### src/rtl/alu_pkg.sv
// Shared constants for the serial incrementer: FSM state codes and slice width.
package alu_pkg;

    localparam logic [1:0] ST_IDLE = 2'd0;
    localparam logic [1:0] ST_RUN  = 2'd1;
    localparam logic [1:0] ST_DONE = 2'd2;

    localparam int SLICE_W = 4;

endpackage

### src/rtl/incr_nibble_slice.sv
// One 4-bit incrementer slice: adds a single carry bit to a nibble.
module incr_nibble_slice
    import alu_pkg::*;
(
    input  logic [SLICE_W-1:0] i_nib,
    input  logic               i_cin,
    output logic [SLICE_W-1:0] o_sum,
    output logic               o_cout
);

    logic [SLICE_W:0] w_full;

    assign w_full = {1'b0, i_nib} + {{SLICE_W{1'b0}}, i_cin};
    assign o_sum  = w_full[SLICE_W-1:0];
    assign o_cout = w_full[SLICE_W];

endmodule

### src/rtl/serial_incrementer_seq.sv
// Adds a carry-in to a WIDTH-bit operand one nibble per clock, stopping as soon
// as the carry dies. valid/ready on both sides, one operand in flight at a time.
module serial_incrementer_seq
    import alu_pkg::*;
#(
    parameter int WIDTH = 16
) (
    input  logic             clk,
    input  logic             rst_n,
    input  logic             in_valid,
    output logic             in_ready,
    input  logic [WIDTH-1:0] in_data,
    input  logic             in_cin,
    output logic             out_valid,
    input  logic             out_ready,
    output logic [WIDTH-1:0] out_data,
    output logic             out_carry,
    output logic [1:0]       o_dbg_state
);

    localparam int NIB   = WIDTH / SLICE_W;
    localparam int CNT_W = (NIB > 1) ? $clog2(NIB) : 1;

    logic [1:0]         r_state;
    logic [1:0]         w_next_state;
    logic [CNT_W-1:0]   r_idx;
    logic               r_carry;
    logic [WIDTH-1:0]   r_work;
    logic [SLICE_W-1:0] w_nib;
    logic [SLICE_W-1:0] w_sum;
    logic               w_cout;
    logic               w_last;
    logic               w_accept;

    // Handshakes: a transfer happens on a rising edge where valid && ready;
    // the sender holds its data stable until that edge.
    assign w_accept = in_valid && (r_state == ST_IDLE);
    assign w_last   = (r_idx == CNT_W'(NIB - 1));

    always_comb begin
        w_nib = '0;
        for (int n = 0; n < NIB; n++) begin
            if (r_idx == CNT_W'(n)) begin
                w_nib = r_work[n*SLICE_W +: SLICE_W];
            end
        end
    end

    incr_nibble_slice u_slice (
        .i_nib  (w_nib),
        .i_cin  (r_carry),
        .o_sum  (w_sum),
        .o_cout (w_cout)
    );

    always_ff @(posedge clk or negedge rst_n) begin
        if (!rst_n) begin
            r_state <= ST_IDLE;
        end else begin
            r_state <= w_next_state;
        end
    end

    always_comb begin
        w_next_state = r_state;
        case (r_state)
            ST_IDLE: if (in_valid) w_next_state = ST_RUN;
            ST_RUN:  if (!w_cout || w_last) w_next_state = ST_DONE;
            ST_DONE: if (out_ready) w_next_state = ST_IDLE;
            default: w_next_state = ST_IDLE;
        endcase
    end

    always_comb begin
        in_ready    = (r_state == ST_IDLE);
        out_valid   = (r_state == ST_DONE);
        out_data    = (r_state == ST_DONE) ? r_work : '0;
        out_carry   = (r_state == ST_DONE) ? r_carry : 1'b0;
        o_dbg_state = r_state;
    end

    // Upper nibbles beyond the point where the carry died keep their loaded value.
    always_ff @(posedge clk or negedge rst_n) begin
        if (!rst_n) begin
            r_work  <= '0;
            r_carry <= 1'b0;
            r_idx   <= '0;
        end else if (w_accept) begin
            r_work  <= in_data;
            r_carry <= in_cin;
            r_idx   <= '0;
        end else if (r_state == ST_RUN) begin
            for (int n = 0; n < NIB; n++) begin
                if (r_idx == CNT_W'(n)) begin
                    r_work[n*SLICE_W +: SLICE_W] <= w_sum;
                end
            end
            r_carry <= w_cout;
            if (w_cout && !w_last) begin
                r_idx <= r_idx + CNT_W'(1);
            end
        end
    end

endmodule
### config.mk
export PLATFORM = sky130hd
export DESIGN_NAME = serial_incrementer_seq
export DESIGN_NICKNAME = d
export VERILOG_FILES = /design/src/rtl/alu_pkg.sv /design/src/rtl/incr_nibble_slice.sv /design/src/rtl/serial_incrementer_seq.sv
export SDC_FILE = /design/constraint.sdc
export NUM_CORES = 1
export LEC_CHECK = 0
export CELL_PAD_IN_SITES_DETAIL_PLACEMENT = 0
export CELL_PAD_IN_SITES_GLOBAL_PLACEMENT = 1
export CORE_UTILIZATION = 35
export DETAILED_ROUTE_END_ITERATION = 8
export PLACE_DENSITY = 0.83
export SKIP_CTS_REPAIR_TIMING = 1
export SYNTH_ARGS = -nofsm -noshare
export SYNTH_HDL_FRONTEND = slang
export SYNTH_HIERARCHICAL = 1
export SYNTH_SLANG_ARGS = --single-unit
### constraint.sdc
create_clock -name clk -period 3.7 [get_ports clk]
set_clock_uncertainty 0.2 [all_clocks]
set_input_delay 0.555 -clock clk [delete_from_list [all_inputs] [get_ports clk]]
set_output_delay 0.555 -clock clk [all_outputs]
set_load 0.01 [all_outputs]
# Word-level counts from Yosys, hierarchy flattened

Cells that the tools add are included.
W data, S select, Z words.

Bits in registers: 21
Bits of input ports: 21
Word-level logic and storage cells: 57

Add/sub/neg operators: 2
Eq/ne operators: 8
Multiplexer cells: 21
Reductions and logical operators: 19

Operator list:

| cell                  | number |
|---|---|
| $mux W16              | 3 |
| $mux W4               | 8 |
| $mux W2               | 6 |
| $reduce_bool A2 Y1    | 6 |
| $reduce_and A2 Y1     | 5 |
| $eq A2 B2 Y1 const B  | 3 |
| $pmux W2 S3           | 1 |
| $add A4 B1 Y5         | 1 |
| $eq A2 B1 Y1 const B  | 2 |
| $logic_not A2 Y1      | 2 |
| $ne A2 B2 Y1 const B  | 2 |
| $mux W1               | 3 |
| $reduce_and A3 Y1     | 1 |
| $add A2 B1 Y2 const B | 1 |
| $logic_and A1 B1 Y1   | 2 |
| $logic_not A1 Y1      | 2 |
| $ne A2 B1 Y1 const B  | 1 |
| $logic_or A1 B1 Y1    | 1 |

# Depth between registers and ports, before layout

Gate-level depths: netlist (run 1).

Depth after elaboration: 10
Mapped depth: 11
Gate-level depth less buffers: 11

# Cells and area by module

Netlist (run 1), hierarchy kept.

By module, submodules not included:

| module                 | instances | cells an instance | area each (um^2) | sequential area each (um^2) |
|---|---|---|---|---|
| serial_incrementer_seq | 1         | 144               | 1337.5           | 525.5 |
| incr_nibble_slice      | 1         | 6                 | 60.1             | 0.0 |

# Least setup slack after synthesis (run 1)

Ideal clock, no wire load.

Path kind: reg2reg
Start point: register r_idx[0]
End point: register r_state[0] (netlist: o_dbg_state[0])
Data arrival time: 2268 ps
Data required time: 3373 ps
Setup slack: 1105 ps
Stages on the path, launching flop included: 11
Cells stage by stage: dfrtp_1 inv_1 ha_1 nor2b_1 a221oi_1 o31ai_1 ha_1 ha_1 and3_2 and4bb_2 or2_2

Longest elaborated chain between the ends: 10

Ends and longest elaborated chain:

| item                          | RTL line                      | source |
|---|---|---|
| start: declaration            | serial_incrementer_seq.sv:26  | `logic [CNT_W-1:0] r_idx;` |
| start signal: assignment      | serial_incrementer_seq.sv:100 | `r_idx <= r_idx + CNT_W'(1);` |
| $logic_not A2 Y1              | serial_incrementer_seq.sv:43  | `if (r_idx == CNT_W'(n)) begin` |
| $mux W4 (3 in a row)          | serial_incrementer_seq.sv:43  |  |
| $mux W4 *                     | serial_incrementer_seq.sv:43  |  |
| via w_nib[0]                  | serial_incrementer_seq.sv:29  | `logic [SLICE_W-1:0] w_nib;` |
| $add A4 B1 Y5 *               | incr_nibble_slice.sv:13       | `assign w_full = {1'b0, i_nib} + {{SLICE_W{1'b0}}, i_cin};` |
| via w_cout                    | serial_incrementer_seq.sv:31  | `logic w_cout;` |
| $logic_not A1 Y1 *            | serial_incrementer_seq.sv:68  | `ST_RUN: if (!w_cout \|\| w_last) w_next_state = ST_DONE;` |
| $logic_or A1 B1 Y1 *          | serial_incrementer_seq.sv:68  |  |
| $ne A2 B2 Y1 (no line) *      | n/a                           |  |
| $reduce_and A3 Y1 (no line) * | n/a                           |  |
| end signal: assignment        | serial_incrementer_seq.sv:60  | `r_state <= w_next_state;` |
| end: declaration              | serial_incrementer_seq.sv:24  | `logic [1:0] r_state;` |

Mark *: on every way through the listed nets, which the timed path passes. The rest lies on a longest branch.
A chain may end at the register's enable or synchronous reset.

# Worst setup path in the final report (run 1)

Start point: register r_state[1] (netlist: o_dbg_state[1])
End point: output port out_data[10]

Longest elaborated chain between the ends: 2

Ends and longest elaborated chain:

| item             | RTL line                     | source |
|---|---|---|
| $eq A2 B2 Y1     | serial_incrementer_seq.sv:77 | `out_data = (r_state == ST_DONE) ? r_work : '0;` |
| $mux W16         | serial_incrementer_seq.sv:77 |  |
| end: declaration | serial_incrementer_seq.sv:16 | `output logic [WIDTH-1:0] out_data,` |

Every way passes these cells.

==> flow_summary.ini, run 1 <==
[status]
status = completed

[run]
drv_cap = 0

[clock_tree]
cts_sinks = 21
htreeDepth = 1
clk_pin_slew_ps = 80
cts_max_path_buffers = 2
cts_tree = done
cts_made_buffers = 3
clock_latency_ps = 260
cts_root_buffer = clkbuf_8

[floorplanning]
die_h_microns = 65.2
die_w_microns = 65.2
ioPinCount = 42
dieArea_sq_mm = 0.00425
rows = 22
core_area_sq_mm = 0.00374
initial_utilization = 0.373

[synth]
synth_compound_area_frac = 0.225
synth_mux_area_frac = 0.00716
synthAdderAreaFrac = 0.0537
ys_warn_count = 6
syn_area_per_cell_sq_um = 9.32
synth_top_family_by_area = simple AND/OR/NAND/NOR gates
yosys.area_share.simple = 0.272
synthCells = 150
syn-num-nets = 177
synth_seq_cells = 21
synth_area_sq_mm = 0.00140
ys_types = 33
ys_seq_area_frac = 0.376
synth-xor-area-share = 0.0188

[timing]
finalCritPeriodShare = 0.829
max_slew_margin = 0.365
fmax_ghz = 0.326
report.final.slew_viol_count = 0
hold_viol_final = 0
finalCriticalPeriod_ps = 3070
finalSetupViolations = 0
worst_pin_slew_ps = 949
finalSetupTns_ps = 0
rsz0062_at_grt = false

[detailed_routing]
routedWlPerCell_microns = 15.6
vias = 1243
routed_wl_microns = 3700
vias_per_cell = 5.24
drt_drc_violations_left = 0
drtIter0Drc = 42
ant_nets = 0
dr.pass1.iters = 4

[place]
placedCellCount = 233
dp_hpwl_microns = 2710
gp_congestion = 0.830
portBuffers = 41

[cells_and_area]
multiInputGateArea_sq_um = 806
syn_to_final_growth_pct = 33.8
n_antenna_cell = 0
drive_gt1_frac = 0.111
fin_cells = 237
nNetsFinal = 217
fill_cells = 385
fin_util = 0.499
ff_latch_area_sq_um = 526

[worst_setup_path]
cp-start-kind = register
crit_required_ps = 2940
reg2reg_depth = 11
r2r-start = r_idx[1]
cp-startpoint = o_dbg_state[1]
worstSetupPathType = reg -> out
r2r_slack_ps = 820
endpoint = out_data[10]
critPathMaxFanout = 16
timing.rr.end = r_idx[1]
endpoint_kind = output pin
cp.arrival_ps = 2310

[global_route]
grt_pass1_vias = 1257
grt_max_degree = 22
grt_antenna_before_repair = 0
overflow = 0
track_usage = 0.187
grt_pass1_wl_microns = 6200

[power_and_ir_drop]
vdd.ir_drop.worst_mv = 0.321
power_density_mw_per_mm2 = 729
leakagePower_nw = 0.808

[min_path]
worst_hold_path_type = reg -> reg
==> synth_stat cells <==
master,count,area share
o22ai_1,1,0.0045
o21ai_0,3,0.011
buf_4,2,0.011
mux2i_1,1,0.0072
a21oi_1,19,0.068
and3_2,1,0.0054
ha_1,6,0.054
a2bb2oi_1,16,0.10
buf_2,1,0.0036
dfrtp_1,21,0.38
clkbuf_1,1,0.0027
buf_6,2,0.016
clkbuf_2,1,0.0036
nand2_1,20,0.054
a221oi_1,3,0.019
and3b_2,1,0.0072
nor2_1,5,0.013
and4bb_2,1,0.0090
nor3b_4,1,0.013
nand2_2,1,0.0045
and2_2,10,0.054
a22o_1,1,0.0063
nand3_2,1,0.0072
inv_1,4,0.011
o31ai_1,3,0.016
nor2b_1,5,0.022
and2_1,6,0.027
xor2_1,1,0.0063
nand2b_1,1,0.0045
xnor2_1,2,0.013
or2_2,1,0.0045
and3b_1,4,0.025
nand3b_1,4,0.021
==> layout by cell type (no fill, tap or decap), types with 2 or more instances in the layout <==
cell type        count
nand2_1             20
dfrtp_1             21
a2bb2oi_1           16
nor2b_1              5
o21ai_0              3
nor2_1               5
o31ai_1              3
xnor2_1              2
and2_2              10
inv_1                4
ha_1                 6
clkbuf_8             3
and3b_1              4
and2_1               6
a221oi_1             3
clkdlybuf4s50_1     41
nand3b_1             4
a21oi_1             19
==> layer usage <==
metal  up-vias  GRT usage  wire [microns]
met5         -          0               0
met3         0     0.0226             158
met4         0     0.0245               0
met1       597      0.246            1710
met2        35      0.334            1830
li1        611          -               -
==> worst min-delay path by stage <==
stage / end / start / slack (ps) / cells past startpoint
after floorplan: o_dbg_state[0] / rst_n / 60 / 0
after detailed placement: r_work[10] / r_work[10] / 320 / 2
after CTS: r_work[10] / r_work[10] / 330 / 2
after global routing: r_work[10] / r_work[10] / 370 / 2
final: r_work[10] / r_work[10] / 340 / 2
after global placement: r_work[10] / r_work[10] / 320 / 2
==> where the power goes <==
group	internal [W]	switching, W
clock	0.0000767	0.0000767
combinational	0.000388	0.000371
sequential	0.000331	0.000120
total	0.000795	0.000568
==> through the flow <==
| stage | area (sq um) | worst slack (ps) | hold slack, ps | power [W] |
|---|---|---|---|---|
| 2_1_floorplan | 1400 | 1110 | 59.4 | 0.000889 |
| 3_3_place_gp | 1820 | 960 | 316 | 0.00119 |
| 3_5_place_dp | 1820 | 862 | 321 | 0.00120 |
| 4_1_cts | 1870 | 622 | 333 | 0.00136 |
| 5_1_grt | 1870 | 414 | 370 | 0.00145 |
| 6_report | 1870 | 633 | 337 | 0.00136 |
==> cell families (layout without fill, tap and decap cells) <==
group,count (synthesis),in the layout
XOR/XNOR,3,3
AO/OA/AOI/OAI,46,46
AND/OR/NAND/NOR,62,62
multiplexers,1,1
buffers and inverters,11,50
flip-flops,21,21
adder cells (fa/ha/maj),6,6
==> area by class of cell <==
class	count	share of cell area
Clock buffer	4	0.0241
Tap cell	48	0.0321
Timing Repair Buffer	42	0.224
Multi-Input combinational cell	118	0.431
Inverter	4	0.00803
Sequential cell	21	0.281
==> registers in the layout, summed over array words and instances, names as in the netlist <==
register	flops
r_carry	1
r_work	16
o_dbg_state	2
r_idx	2
==> worst max-delay path, cell delays in order, from the launching register on <==
cell             delay (ps)
dfrtp_1                 630
nor2b_1                 460
buf_4                   270
inv_1                    70
nor2_1                   90
clkdlybuf4s50_1         540
(Power assumes the default switching activity.)
==> run 2: changes to the inputs <==
- CORE_UTILIZATION: 35 -> 31
- PLACE_DENSITY: 0.83 -> 0.78
- clock period: 3.7 -> 2.63 ns (I/O delays scaled with it)
==> run 2 against run 1 <==
Effect of this change: non-clock buffer count up 13; sequential share of layout area down 2.0 points; critical path depth grew 6; setup slack got worse by 610 ps; design area increased by 7.8%; register-to-register slack got worse by 800 ps; routed wire length increased by 3.5%; die area increased by 13%; global-route usage shrank 2.2 points; count of clock-buffer cells in the layout unchanged; critical endpoint is now r_idx[1].
==> flow_summary.ini, run 2 (synthesized netlist as in run 1, its figures left out) <==
[status]
status = completed

[detailed_routing]
routedWlPerCell_microns = 15.1
ant_nets = 0
vias = 1287
vias_per_cell = 5.07
routed_wl_microns = 3830
drtIter0Drc = 28
drt_drc_violations_left = 0
dr.pass1.iters = 4

[timing]
report.final.slew_viol_count = 0
finalSetupViolations = 0
worst_slack_ps = 20.4
finalCriticalPeriod_ps = 2610
max_slew_margin = 0.736
rsz0062_at_grt = true
hold_viol_final = 0
finalCritPeriodShare = 0.992
worst_pin_slew_ps = 393
fmax_ghz = 0.383

[worst_setup_path]
cp.arrival_ps = 2570
endpoint_kind = register
critPathMaxFanout = 4
crit_required_ps = 2590
cp-start-kind = register
worstSetupPathType = reg -> reg

[global_route]
grt_antenna_before_repair = 0
busiest_layer = met2
grt_use_met1 = 0.213
overflow = 0
track_usage = 0.166
grt_pass1_wl_microns = 6400
use_met2 = 0.293
met3_usage = 0.0190
grt_pass1_vias = 1325
grt_max_degree = 22

[clock_tree]
cts_made_buffers = 3
cts_tree = done
clock_latency_ps = 260
htreeDepth = 1
clk_pin_slew_ps = 80
cts_max_path_buffers = 2
cts_root_buffer = clkbuf_8
cts_sinks = 21

[floorplanning]
ioPinCount = 42
die_w_microns = 69.1
rows = 24
die_h_microns = 69.1
initial_utilization = 0.321
core_area_sq_mm = 0.00435
dieArea_sq_mm = 0.00478

[run]
drv_cap = 0

[cells_and_area]
postLayoutCellArea_sq_mm = 0.00202
n_antenna_cell = 0
largest-register = r_work
syn_to_final_growth_pct = 44.2
drive_gt1_frac = 0.223
final_cell_mix = 41 x clkdlybuf4s50_1, 21 x dfrtp_1, 20 x nand2_1
final_common_cell = clkdlybuf4s50_1
largest_register_ffs = 16
nNetsFinal = 230

[power_and_ir_drop]
fin_total_pwr_w = 0.00209
vdd.ir_drop.worst_mv = 0.378
power_density_mw_per_mm2 = 1040
leakagePower_nw = 0.880

[place]
gp_congestion = 0.847
postPlaceCellArea_sq_mm = 0.00193
dp_hpwl_microns = 2810
pre_cts_ws_ps = -22.6
portBuffers = 41

[min_path]
worst_hold_path_type = in -> async
-- run 2: cell types whose count changed in the layout (fill, tap and decap cells not counted), moves of 2 or more --
cell	previous run	this run
buf_4	1	14
ha_1	6	0
ha_2	0	5
inv_1	4	2
inv_2	0	2
-- run 2: cell type report --
cell class | instances | area, sq um
Multi-Input combinational cell | 118 | 850
Inverter | 4 | 15.0
Timing Repair Buffer | 55 | 515
Clock buffer | 4 | 45.0
Tap cell | 52 | 65.1
Fill cell | 409 | 2340
Sequential cell | 21 | 526
-- run 2: final timing paths --
path / start / endpoint / slack, ps / depth (start not counted)
worst max register to register: r_idx[1] / r_idx[1] / 20 / 11
worst max-delay path: r_idx[1] / r_idx[1] / 20 / 11
worst min-delay path: rst_n / r_work[14] / 280 / 2
worst min register to register: r_work[13] / r_work[13] / 350 / 2
max in group asynchronous: rst_n / r_work[6] / 1720 / 2
min in group clk: r_work[13] / r_work[13] / 350 / 2
-- run 2: worst max-delay path, stage by stage (launching register included) --
cell,delay [ps]
dfrtp_1,440
inv_2,80
ha_2,170
nor2b_4,170
a221oi_2,80
o31ai_1,250
ha_2,270
ha_4,140
and3_2,180
and4bb_2,290
mux2i_1,190
nor2_1,50
-- run 2: layer usage --
| metal | wire length [microns] | vias up |
|---|---|---|
| met5 | 0 | - |
| met4 | 26 | 0 |
| met3 | 163 | 4 |
| met2 | 1920 | 38 |
| met1 | 1720 | 605 |
| li1 | - | 640 |
-- run 2: report_power, final --
group	internal (W)	switching (W)	leakage, nW	total, W
combinational	0.000685	0.000605	0.614	0.00129
sequential	0.000466	0.000124	0.243	0.000590
clock	0.000108	0.000104	0.0228	0.000211
-- run 2: metrics by stage --
stage,hold slack [ps],setup TNS (ps),std cells,util
3_3_place_gp,316,0,250,0.443
2_1_floorplan,-101,0,150,-
5_1_grt,309,-158,254,0.463
4_1_cts,284,-79.3,254,0.453
3_5_place_dp,349,-29.2,250,0.443
6_report,282,0,254,0.463
